==> config.mk <==
export PLATFORM = sky130hd
export DESIGN_NAME = peak_dpu_lsu_ctrl
export DESIGN_NICKNAME = d
export VERILOG_FILES = /design/src/rtl/peak_dpu_pkg.sv /design/src/rtl/peak_dpu_lsu_align.sv /design/src/rtl/peak_dpu_lsu_ctrl.sv
export SDC_FILE = /design/constraint.sdc
export NUM_CORES = 1
export LEC_CHECK = 0
export ABC_AREA = 1
export CAP_MARGIN = 20
export CELL_PAD_IN_SITES_DETAIL_PLACEMENT = 1
export CELL_PAD_IN_SITES_GLOBAL_PLACEMENT = 1
export CORE_MARGIN = 4
export CORE_UTILIZATION = 31
export CTS_BUF_LIST = sky130_fd_sc_hd__clkbuf_4 sky130_fd_sc_hd__clkbuf_8
export CTS_CLUSTER_DIAMETER = 60
export DETAILED_ROUTE_END_ITERATION = 16
export GPL_ROUTABILITY_DRIVEN = 0
export PLACE_DENSITY = 0.81
export SETUP_SLACK_MARGIN = 0.05
export SKIP_CTS_REPAIR_TIMING = 1
export SLEW_MARGIN = 20
export SYNTH_ARGS = -nofsm -noshare
export SYNTH_HDL_FRONTEND = slang
export SYNTH_SLANG_ARGS = --single-unit
==> constraint.sdc <==
create_clock -name clk -period 2.3 [get_ports clk]
set_input_delay 0.575 -clock clk [delete_from_list [all_inputs] [get_ports clk]]
set_output_delay 0.575 -clock clk [all_outputs]
set_load 0.01 [all_outputs]
==> src/rtl/peak_dpu_pkg.sv <==
// Shared DPU definitions: load/store op codes, exception causes and LSU FSM states.
// Helpers classify ops for the LSU controller.
package peak_dpu_pkg;

   typedef enum logic [2:0] {
      LS_LB  = 3'd0,
      LS_LH  = 3'd1,
      LS_LW  = 3'd2,
      LS_LBU = 3'd3,
      LS_LHU = 3'd4,
      LS_SB  = 3'd5,
      LS_SH  = 3'd6,
      LS_SW  = 3'd7
   } ls_op_e;

   typedef enum logic [1:0] {
      EXC_LD_MISAL = 2'd0,
      EXC_ST_MISAL = 2'd1,
      EXC_LD_FAULT = 2'd2,
      EXC_ST_FAULT = 2'd3
   } exc_cause_e;

   typedef enum logic [2:0] {
      ST_IDLE = 3'd0,
      ST_REQ  = 3'd1,
      ST_WAIT = 3'd2,
      ST_DONE = 3'd3,
      ST_EXC  = 3'd4
   } lsu_state_e;

   function automatic logic is_store(ls_op_e op);
      return (op == LS_SB) || (op == LS_SH) || (op == LS_SW);
   endfunction

   function automatic logic misaligned(ls_op_e op, logic [1:0] a);
      logic m;
      m = 1'b0;
      case (op)
         LS_LH, LS_LHU, LS_SH: m = a[0];
         LS_LW, LS_SW:         m = |a;
         default:              m = 1'b0;
      endcase
      return m;
   endfunction

endpackage

==> src/rtl/peak_dpu_lsu_align.sv <==
// Byte-lane steering for the LSU: store enables/replication and
// load lane extraction with sign or zero extension.
module peak_dpu_lsu_align
   import peak_dpu_pkg::*;
(
   input  ls_op_e      op,
   input  logic [1:0]  addr_lo,
   input  logic [31:0] st_data,
   input  logic [31:0] rd_data,
   output logic [3:0]  be,
   output logic [31:0] st_lanes,
   output logic [31:0] ld_data
);

   logic [31:0] lane;

   // addressed byte/half moved down to bit 0
   assign lane = rd_data >> {addr_lo, 3'b000};

   always_comb begin
      be       = 4'b0000;
      st_lanes = 32'd0;
      ld_data  = 32'd0;
      unique case (op)
         LS_LB, LS_LBU, LS_SB: begin
            be       = 4'b0001 << addr_lo;
            st_lanes = {4{st_data[7:0]}};
         end
         LS_LH, LS_LHU, LS_SH: begin
            be       = addr_lo[1] ? 4'b1100 : 4'b0011;
            st_lanes = {2{st_data[15:0]}};
         end
         LS_LW, LS_SW: begin
            be       = 4'b1111;
            st_lanes = st_data;
         end
      endcase
      unique case (op)
         LS_LB:   ld_data = {{24{lane[7]}}, lane[7:0]};
         LS_LBU:  ld_data = {24'd0, lane[7:0]};
         LS_LH:   ld_data = {{16{lane[15]}}, lane[15:0]};
         LS_LHU:  ld_data = {16'd0, lane[15:0]};
         default: ld_data = lane;
      endcase
   end

endmodule

==> src/rtl/peak_dpu_lsu_ctrl.sv <==
// DPU load/store sequencer: alignment check, single outstanding bus
// transaction with timeout, load writeback and exception reporting.
module peak_dpu_lsu_ctrl
   import peak_dpu_pkg::*;
#(
   parameter int TMO_W  = 8,
   parameter bit TMO_EN = 1'b1
) (
   input  logic        clk,
   input  logic        rst_n,
   input  logic        ls_req_vld,
   output logic        ls_req_rdy,
   input  logic [2:0]  ls_op,
   input  logic [31:0] ls_addr,
   input  logic [31:0] ls_wdata,
   input  logic [4:0]  ls_rd,
   input  logic        lsu_flush,
   output logic        dbus_req_vld,
   input  logic        dbus_req_rdy,
   output logic [31:0] dbus_req_addr,
   output logic        dbus_req_we,
   output logic [3:0]  dbus_req_be,
   output logic [31:0] dbus_req_wdata,
   input  logic        dbus_rsp_vld,
   input  logic [31:0] dbus_rsp_rdata,
   input  logic        dbus_rsp_err,
   output logic        lsu_wb_vld,
   output logic [4:0]  lsu_wb_addr,
   output logic [31:0] lsu_wb_data,
   output logic        lsu_done,
   output logic        lsu_exc_vld,
   output logic [1:0]  lsu_exc_cause,
   output logic [31:0] lsu_exc_addr,
   output logic        lsu_busy
);

   lsu_state_e       state_q, state_d;
   ls_op_e           op_q, op_in;
   logic [31:0]      addr_q, wdata_q, rdata_q;
   logic [4:0]       rd_q;
   exc_cause_e       cause_q;
   logic             kill_q;
   logic [TMO_W-1:0] tmo_q, tmo_d;
   logic             tmo_hit, kill, accept;
   logic [3:0]       be;
   logic [31:0]      st_lanes, ld_data;

   assign op_in  = ls_op_e'(ls_op);
   assign accept = (state_q == ST_IDLE) && ls_req_vld && !lsu_flush;
   assign kill   = kill_q || lsu_flush;
   assign tmo_d  = tmo_q + 1'b1;
   // fires on the (2**TMO_W-1)th response-less WAIT cycle
   assign tmo_hit = TMO_EN && (&tmo_d);

   peak_dpu_lsu_align u_align (
      .op       (op_q),
      .addr_lo  (addr_q[1:0]),
      .st_data  (wdata_q),
      .rd_data  (rdata_q),
      .be       (be),
      .st_lanes (st_lanes),
      .ld_data  (ld_data)
   );

   always_ff @(posedge clk or negedge rst_n) begin
      if (!rst_n) begin
         state_q <= ST_IDLE;
         op_q    <= LS_LB;
         addr_q  <= 32'd0;
         wdata_q <= 32'd0;
         rd_q    <= 5'd0;
         rdata_q <= 32'd0;
         cause_q <= EXC_LD_MISAL;
         kill_q  <= 1'b0;
         tmo_q   <= '0;
      end else begin
         state_q <= state_d;
         if (accept) begin
            op_q    <= op_in;
            addr_q  <= ls_addr;
            wdata_q <= ls_wdata;
            rd_q    <= ls_rd;
            kill_q  <= 1'b0;
            cause_q <= is_store(op_in) ? EXC_ST_MISAL : EXC_LD_MISAL;
         end
         if (state_q == ST_REQ && dbus_req_rdy) begin
            tmo_q  <= '0;
            kill_q <= lsu_flush;
         end
         if (state_q == ST_WAIT) begin
            tmo_q   <= tmo_d;
            cause_q <= is_store(op_q) ? EXC_ST_FAULT : EXC_LD_FAULT;
            if (lsu_flush)
               kill_q <= 1'b1;
            if (dbus_rsp_vld)
               rdata_q <= dbus_rsp_rdata;
         end
      end
   end

   always_comb begin
      state_d      = state_q;
      ls_req_rdy   = 1'b0;
      dbus_req_vld = 1'b0;
      lsu_done     = 1'b0;
      lsu_wb_vld   = 1'b0;
      lsu_exc_vld  = 1'b0;
      unique case (state_q)
         ST_IDLE: begin
            ls_req_rdy = 1'b1;
            if (accept)
               state_d = misaligned(op_in, ls_addr[1:0]) ? ST_EXC : ST_REQ;
         end
         ST_REQ: begin
            dbus_req_vld = 1'b1;
            if (dbus_req_rdy)
               state_d = ST_WAIT;
            else if (lsu_flush)
               state_d = ST_IDLE;
         end
         ST_WAIT: begin
            // a flushed access still drains the bus but retires quietly
            if (dbus_rsp_vld)
               state_d = (dbus_rsp_err && !kill) ? ST_EXC : ST_DONE;
            else if (tmo_hit)
               state_d = kill ? ST_DONE : ST_EXC;
         end
         ST_DONE: begin
            lsu_done   = 1'b1;
            lsu_wb_vld = !is_store(op_q) && !kill_q;
            state_d    = ST_IDLE;
         end
         ST_EXC: begin
            lsu_done    = 1'b1;
            lsu_exc_vld = 1'b1;
            state_d     = ST_IDLE;
         end
         default: state_d = ST_IDLE;
      endcase
   end

   assign dbus_req_addr  = dbus_req_vld ? {addr_q[31:2], 2'b00} : 32'd0;
   assign dbus_req_we    = dbus_req_vld && is_store(op_q);
   assign dbus_req_be    = dbus_req_vld ? be : 4'b0000;
   assign dbus_req_wdata = dbus_req_vld ? st_lanes : 32'd0;
   assign lsu_wb_addr    = lsu_wb_vld ? rd_q : 5'd0;
   assign lsu_wb_data    = lsu_wb_vld ? ld_data : 32'd0;
   assign lsu_exc_cause  = lsu_exc_vld ? cause_q : 2'd0;
   assign lsu_exc_addr   = lsu_exc_vld ? addr_q : 32'd0;
   assign lsu_busy       = (state_q != ST_IDLE);

endmodule

==> results of run 1 <==
-- power groups by stage --
stage | Clock [mW] | Combinational [mW] | Sequential (mW)
2_1_floorplan | 0 | 3.44 | 3.42
6_report | 2.05 | 8.36 | 3.71
4_1_cts | 2.10 | 6.61 | 3.59
3_3_place_gp | 0 | 6.34 | 3.54
5_1_grt | 2.21 | 9.02 | 3.82
3_5_place_dp | 0 | 6.56 | 3.62
-- through the flow --
stage	hold slack [ps]	power (mW)	setup TNS, ps
final	491	14.1	-18770
after global routing	475	15.0	-30520
after CTS	-86.1	12.3	-88820
after detailed placement	408	10.2	-17820
after global placement	406	9.88	-10000
after floorplan	279	6.86	0
-- cell type report --
class / count / share of cell area, %
well taps: 270 / 3.05
repair buffers: 354 / 30.9
flip-flops and latches: 118 / 26.7
inverters: 109 / 3.93
clock buffers: 20 / 2.43
multi-input cells: 576 / 31.6
clock inverters: 12 / 1.38
-- final timing paths --
check	startpoint	cells after the start	to
setup / recovery	op_q[2]$_DFFE_PN0P_	11	dbus_req_wdata[27]
hold reg to reg	wdata_q[17]$_DFFE_PN0P_	2	wdata_q[17]$_DFFE_PN0P_
setup reg to reg	state_q[2]$_DFFE_PN0P_	8	tmo_q[1]$_DFFE_PN0P_
min in group clk	wdata_q[17]$_DFFE_PN0P_	2	wdata_q[17]$_DFFE_PN0P_
hold / removal	rst_n	2	rdata_q[26]$_DFFE_PN0P_
max in group asynchronous	rst_n	3	state_q[2]$_DFFE_PN0P_
-- logic make-up (layout without fill, tap and decap cells) --
kind of cell,after synthesis,count (layout)
other,1,2
DFF,118,118
xor gates and xnor gates,2,2
muxes,23,23
AOI/OAI and AO/OA,185,185
buffers and inverters,152,495
adders and majority gates,2,2
and+or+nand+nor,360,362
-- registers in the layout, indices dropped and copies added, names as in the netlist --
| name | count |
|---|---|
| addr_q | 32 |
| rd_q | 5 |
| tmo_q | 8 |
| op_q | 3 |
| cause_q | 2 |
| kill_q | 1 |
| rdata_q | 32 |
| state_q | 3 |
| wdata_q | 32 |
-- layer usage --
layer  up-vias  track usage [%]
met5         -                0
met4         0             7.50
met3        45             6.10
met2       263             36.8
met1      3546             26.4
li1       3327                -
-- cell usage in the layout (no fill, tap or decap), types with 4 or more instances in the layout --
| cell type | netlist | final |
|---|---|---|
| sky130_fd_sc_hd__a21oi_1 | 56 | 37 |
| sky130_fd_sc_hd__a21oi_2 | 0 | 19 |
| sky130_fd_sc_hd__a22oi_1 | 5 | 5 |
| sky130_fd_sc_hd__buf_12 | 1 | 12 |
| sky130_fd_sc_hd__buf_2 | 9 | 38 |
| sky130_fd_sc_hd__buf_4 | 10 | 65 |
| sky130_fd_sc_hd__buf_6 | 0 | 69 |
| sky130_fd_sc_hd__buf_8 | 0 | 7 |
| sky130_fd_sc_hd__clkbuf_2 | 0 | 24 |
| sky130_fd_sc_hd__clkbuf_8 | 0 | 19 |
| sky130_fd_sc_hd__clkdlybuf4s50_1 | 0 | 109 |
| sky130_fd_sc_hd__clkinvlp_4 | 0 | 5 |
| sky130_fd_sc_hd__dfrtp_1 | 118 | 114 |
| sky130_fd_sc_hd__dfrtp_2 | 0 | 4 |
| sky130_fd_sc_hd__dlymetal6s2s_1 | 0 | 26 |
| sky130_fd_sc_hd__inv_1 | 98 | 92 |
| sky130_fd_sc_hd__inv_2 | 11 | 11 |
| sky130_fd_sc_hd__mux2_2 | 22 | 22 |
| sky130_fd_sc_hd__nand2_1 | 201 | 191 |
| sky130_fd_sc_hd__nand2_2 | 3 | 9 |
| sky130_fd_sc_hd__nand2_4 | 3 | 6 |
| sky130_fd_sc_hd__nand3_1 | 16 | 15 |
| sky130_fd_sc_hd__nor2_1 | 119 | 62 |
| sky130_fd_sc_hd__nor2_2 | 0 | 12 |
| sky130_fd_sc_hd__nor2_4 | 11 | 56 |
| sky130_fd_sc_hd__o211ai_1 | 7 | 7 |
| sky130_fd_sc_hd__o21ai_0 | 92 | 66 |
| sky130_fd_sc_hd__o21ai_1 | 8 | 15 |
| sky130_fd_sc_hd__o21ai_2 | 0 | 16 |
| sky130_fd_sc_hd__o21bai_1 | 7 | 7 |
| sky130_fd_sc_hd__o22ai_1 | 5 | 5 |
==> summary by stage, run 1 <==
Run status
The final reports fail on negative setup slack. The flow ran to the end, but the final reports show violations.

Place
The worst slack at placement is -298 ps. The total cell area at the placement stage is 0.00969 mm². The number of buffers added on ports is around 250. The wire-length estimate of the detail-placed layout is 19,300 µm. After detailed placement, the design holds a cell count of 1,393.

Run
The total of max-cap violations is 0.

Final layout
For this run, the share of the core covered by cells in the final layout is between 50% and 60%. The area growth from synthesis to final layout is 73.0%. 0 antenna diodes ended up in the layout.

Registers take 0.00296 mm². The final cell area excluding filler cells is 0.0111 mm². The layout net count is 1,289. Leaving out filler cells and counting taps, the final layout contains around 1,500.

The multi-input logic area is 0.00351 mm². Cells with a size suffix above 1 make up 35.9% of the layout. After filler insertion, the fill cell instance count of the layout stands at between 2,000 and 2,500.

Detailed routing
The overall routed net length is 29,000 µm. In the final routed layout, each cell accounts on average for 19.8 µm. The total length of routed met2 wires is 15,100 µm.

The count of TritonRoute iterations in the first routing pass is 4. The detail route stage leaves a number of antenna-violating nets equal to 0. After detailed routing, the number of vias per cell comes to 4.92. The count of vias placed by the detailed router is 7,181.

The highest metal layer carrying signal wires in the routed design is met4. The routed design uses between 2000 and 2500 µm of met3 wire. The routed metal-1 wire length is 11,100 µm. The detailed router finished its first iteration with 230 violations. The DRC violations left is 0.

Logic synthesis
The number of enable flip-flop cells after synthesis is 0. Summing the areas of all fa, ha and maj instances in the mapped netlist gives less than 1% of the synthesized area. The count of mapped cells out of synthesis is 843. The area of the mapped netlist is roughly 0.0064 mm². The synthesized design spends more area on one cell type than any other, namely sky130_fd_sc_hd__dfrtp_1. After Yosys synthesis, and, or, nand and nor cells account for between 20% and 30% of the synthesized area. The dominant cell by count in the synthesized netlist is sky130_fd_sc_hd__nand2_1. The fraction of synthesized cell area in xor and xnor cells is 0.274%. The share of synthesized area in the top cell type comes to 46.1%. The average instance in the mapped netlist occupies 7.60 µm². The sequential area share after synthesis is 46.1%.

The netlist uses 31 different library cells. Yosys attributes the largest share of cell area to sky130_fd_sc_hd__dfrtp_1 (46%), sky130_fd_sc_hd__nand2_1 (12%), sky130_fd_sc_hd__o21ai_0 (7.2%). The share of flip-flops with an asynchronous set or reset is 100%. The top flip-flop cell by instance count after synthesis is sky130_fd_sc_hd__dfrtp_1.

The count of synthesis-stage warnings from yosys is 0. The count of state elements after synthesis is 118. The commonest cells after synthesis are sky130_fd_sc_hd__nand2_1 (201), sky130_fd_sc_hd__nor2_1 (119), sky130_fd_sc_hd__dfrtp_1 (118). The synthesized netlist devotes between 10% and 20% of its cell area to compound gates. In the synthesized netlist, mux cells make up 4.04% of the area. After synthesis, the largest family of logic cells by area is simple AND/OR/NAND/NOR gates.

Floorplanning
Measured along the y axis, the die boundary spans about 150 µm. The initial utilization of the core area, before any placement, comes to 31.5%. The I/O pin count is 257. The floorplan has 52 rows. The horizontal die dimension is 152 µm. The floorplan step defined a die boundary enclosing ~0.023 mm². The area of the core is 0.0203 mm².

Critical path
The largest fanout on the critical path is 7. On the worst path, the slowest cell contributes a delay of 440 ps. The number of buffers and inverters on the critical path is 6. The signal arrival time at the worst endpoint is 2210 ps. On the critical path the largest part of the delay comes from buffers and inverters. The most common cell type on the critical path is sky130_fd_sc_hd__buf_6.

STA classifies the critical path endpoint as a primary output. Setup slack on the worst reg-to-reg path comes out at 430 ps. The critical path goes through inv_2 > nand2_2 > nand3_2 > buf_6 > clkinvlp_4 > buf_6 > nand2_4 > o21ai_2 > o21bai_1 > inv_1 > buf_2. The required time at the endpoint of the critical path is 1730 ps. The slowest cell on the critical path is sky130_fd_sc_hd__dfrtp_1. The critical path in this run is classified as reg2out. STA classifies the critical path startpoint as a flop.

STA
The setup slack of the critical path after layout is -481 ps. The final worst-path cycle share is 121%. The final worst clock skew is between 10 and 15 ps. The number of max-slew violations in the final report is 0. Derived from the worst setup path, the maximum achievable clock frequency is 360 MHz.

Setup repair after global routing could not meet its margin everywhere. Counting I/O delays and the setup requirement, the final critical path takes 2780 ps. Setup violations remaining at the end of the flow were counted as just under 100.

The number of endpoints with negative hold slack in the final report is 0.

Worst hold path
The path class of the lowest-slack min-delay path is in2async.

GRT
Summed over all layers, the global routing overflow is 0. The initial antenna violation count is 0. The number of global-route vias before repair came to between 7,000 and 8,000. The first global-routing pass estimated a little under 40,000 µm of wire. Entering global routing, the biggest net connects 75 pins.

Global routing used 21.7% of the available tracks across all layers.

Power
Dividing total power by cell area gives a power density of 1270 mW/mm². Of the total power, the share spent switching nets is ~46%. The internal power of the cells totals 7.66 mW.

The peak ir drop on the vdd network is 0.472 mV. The part of the total power dissipated in sequential elements is 26.3%. The power spent charging and discharging nets is between 6 and 7 mW.

In this run, the combinational gates consume 59.2% of the power. The leakage power total is ~5.6 nW. Of the total power, the clock network draws 14.5%.

Clocking
TritonCTS built the clock tree. The tree is rooted in a sky130_fd_sc_hd__clkbuf_8. The clock net in this run drives a total of 118 sinks.

The H-tree was split into 4 levels. The maximum root-to-sink buffer count is 2. At the later pin of the worst-skew pair, clock insertion delay measures about 440 ps. TritonCTS created 17 clock buffers. The clock transition at the registers of the reported paths is roughly 70 ps.
No activity file was read; power rests on OpenSTA's default activity.
==> run 2: changes to the inputs <==
CTS_CLUSTER_DIAMETER = 80   (was 60)
==> results of run 2 <==
No change in the layout: final DEF, timing and power equal those of run 1.
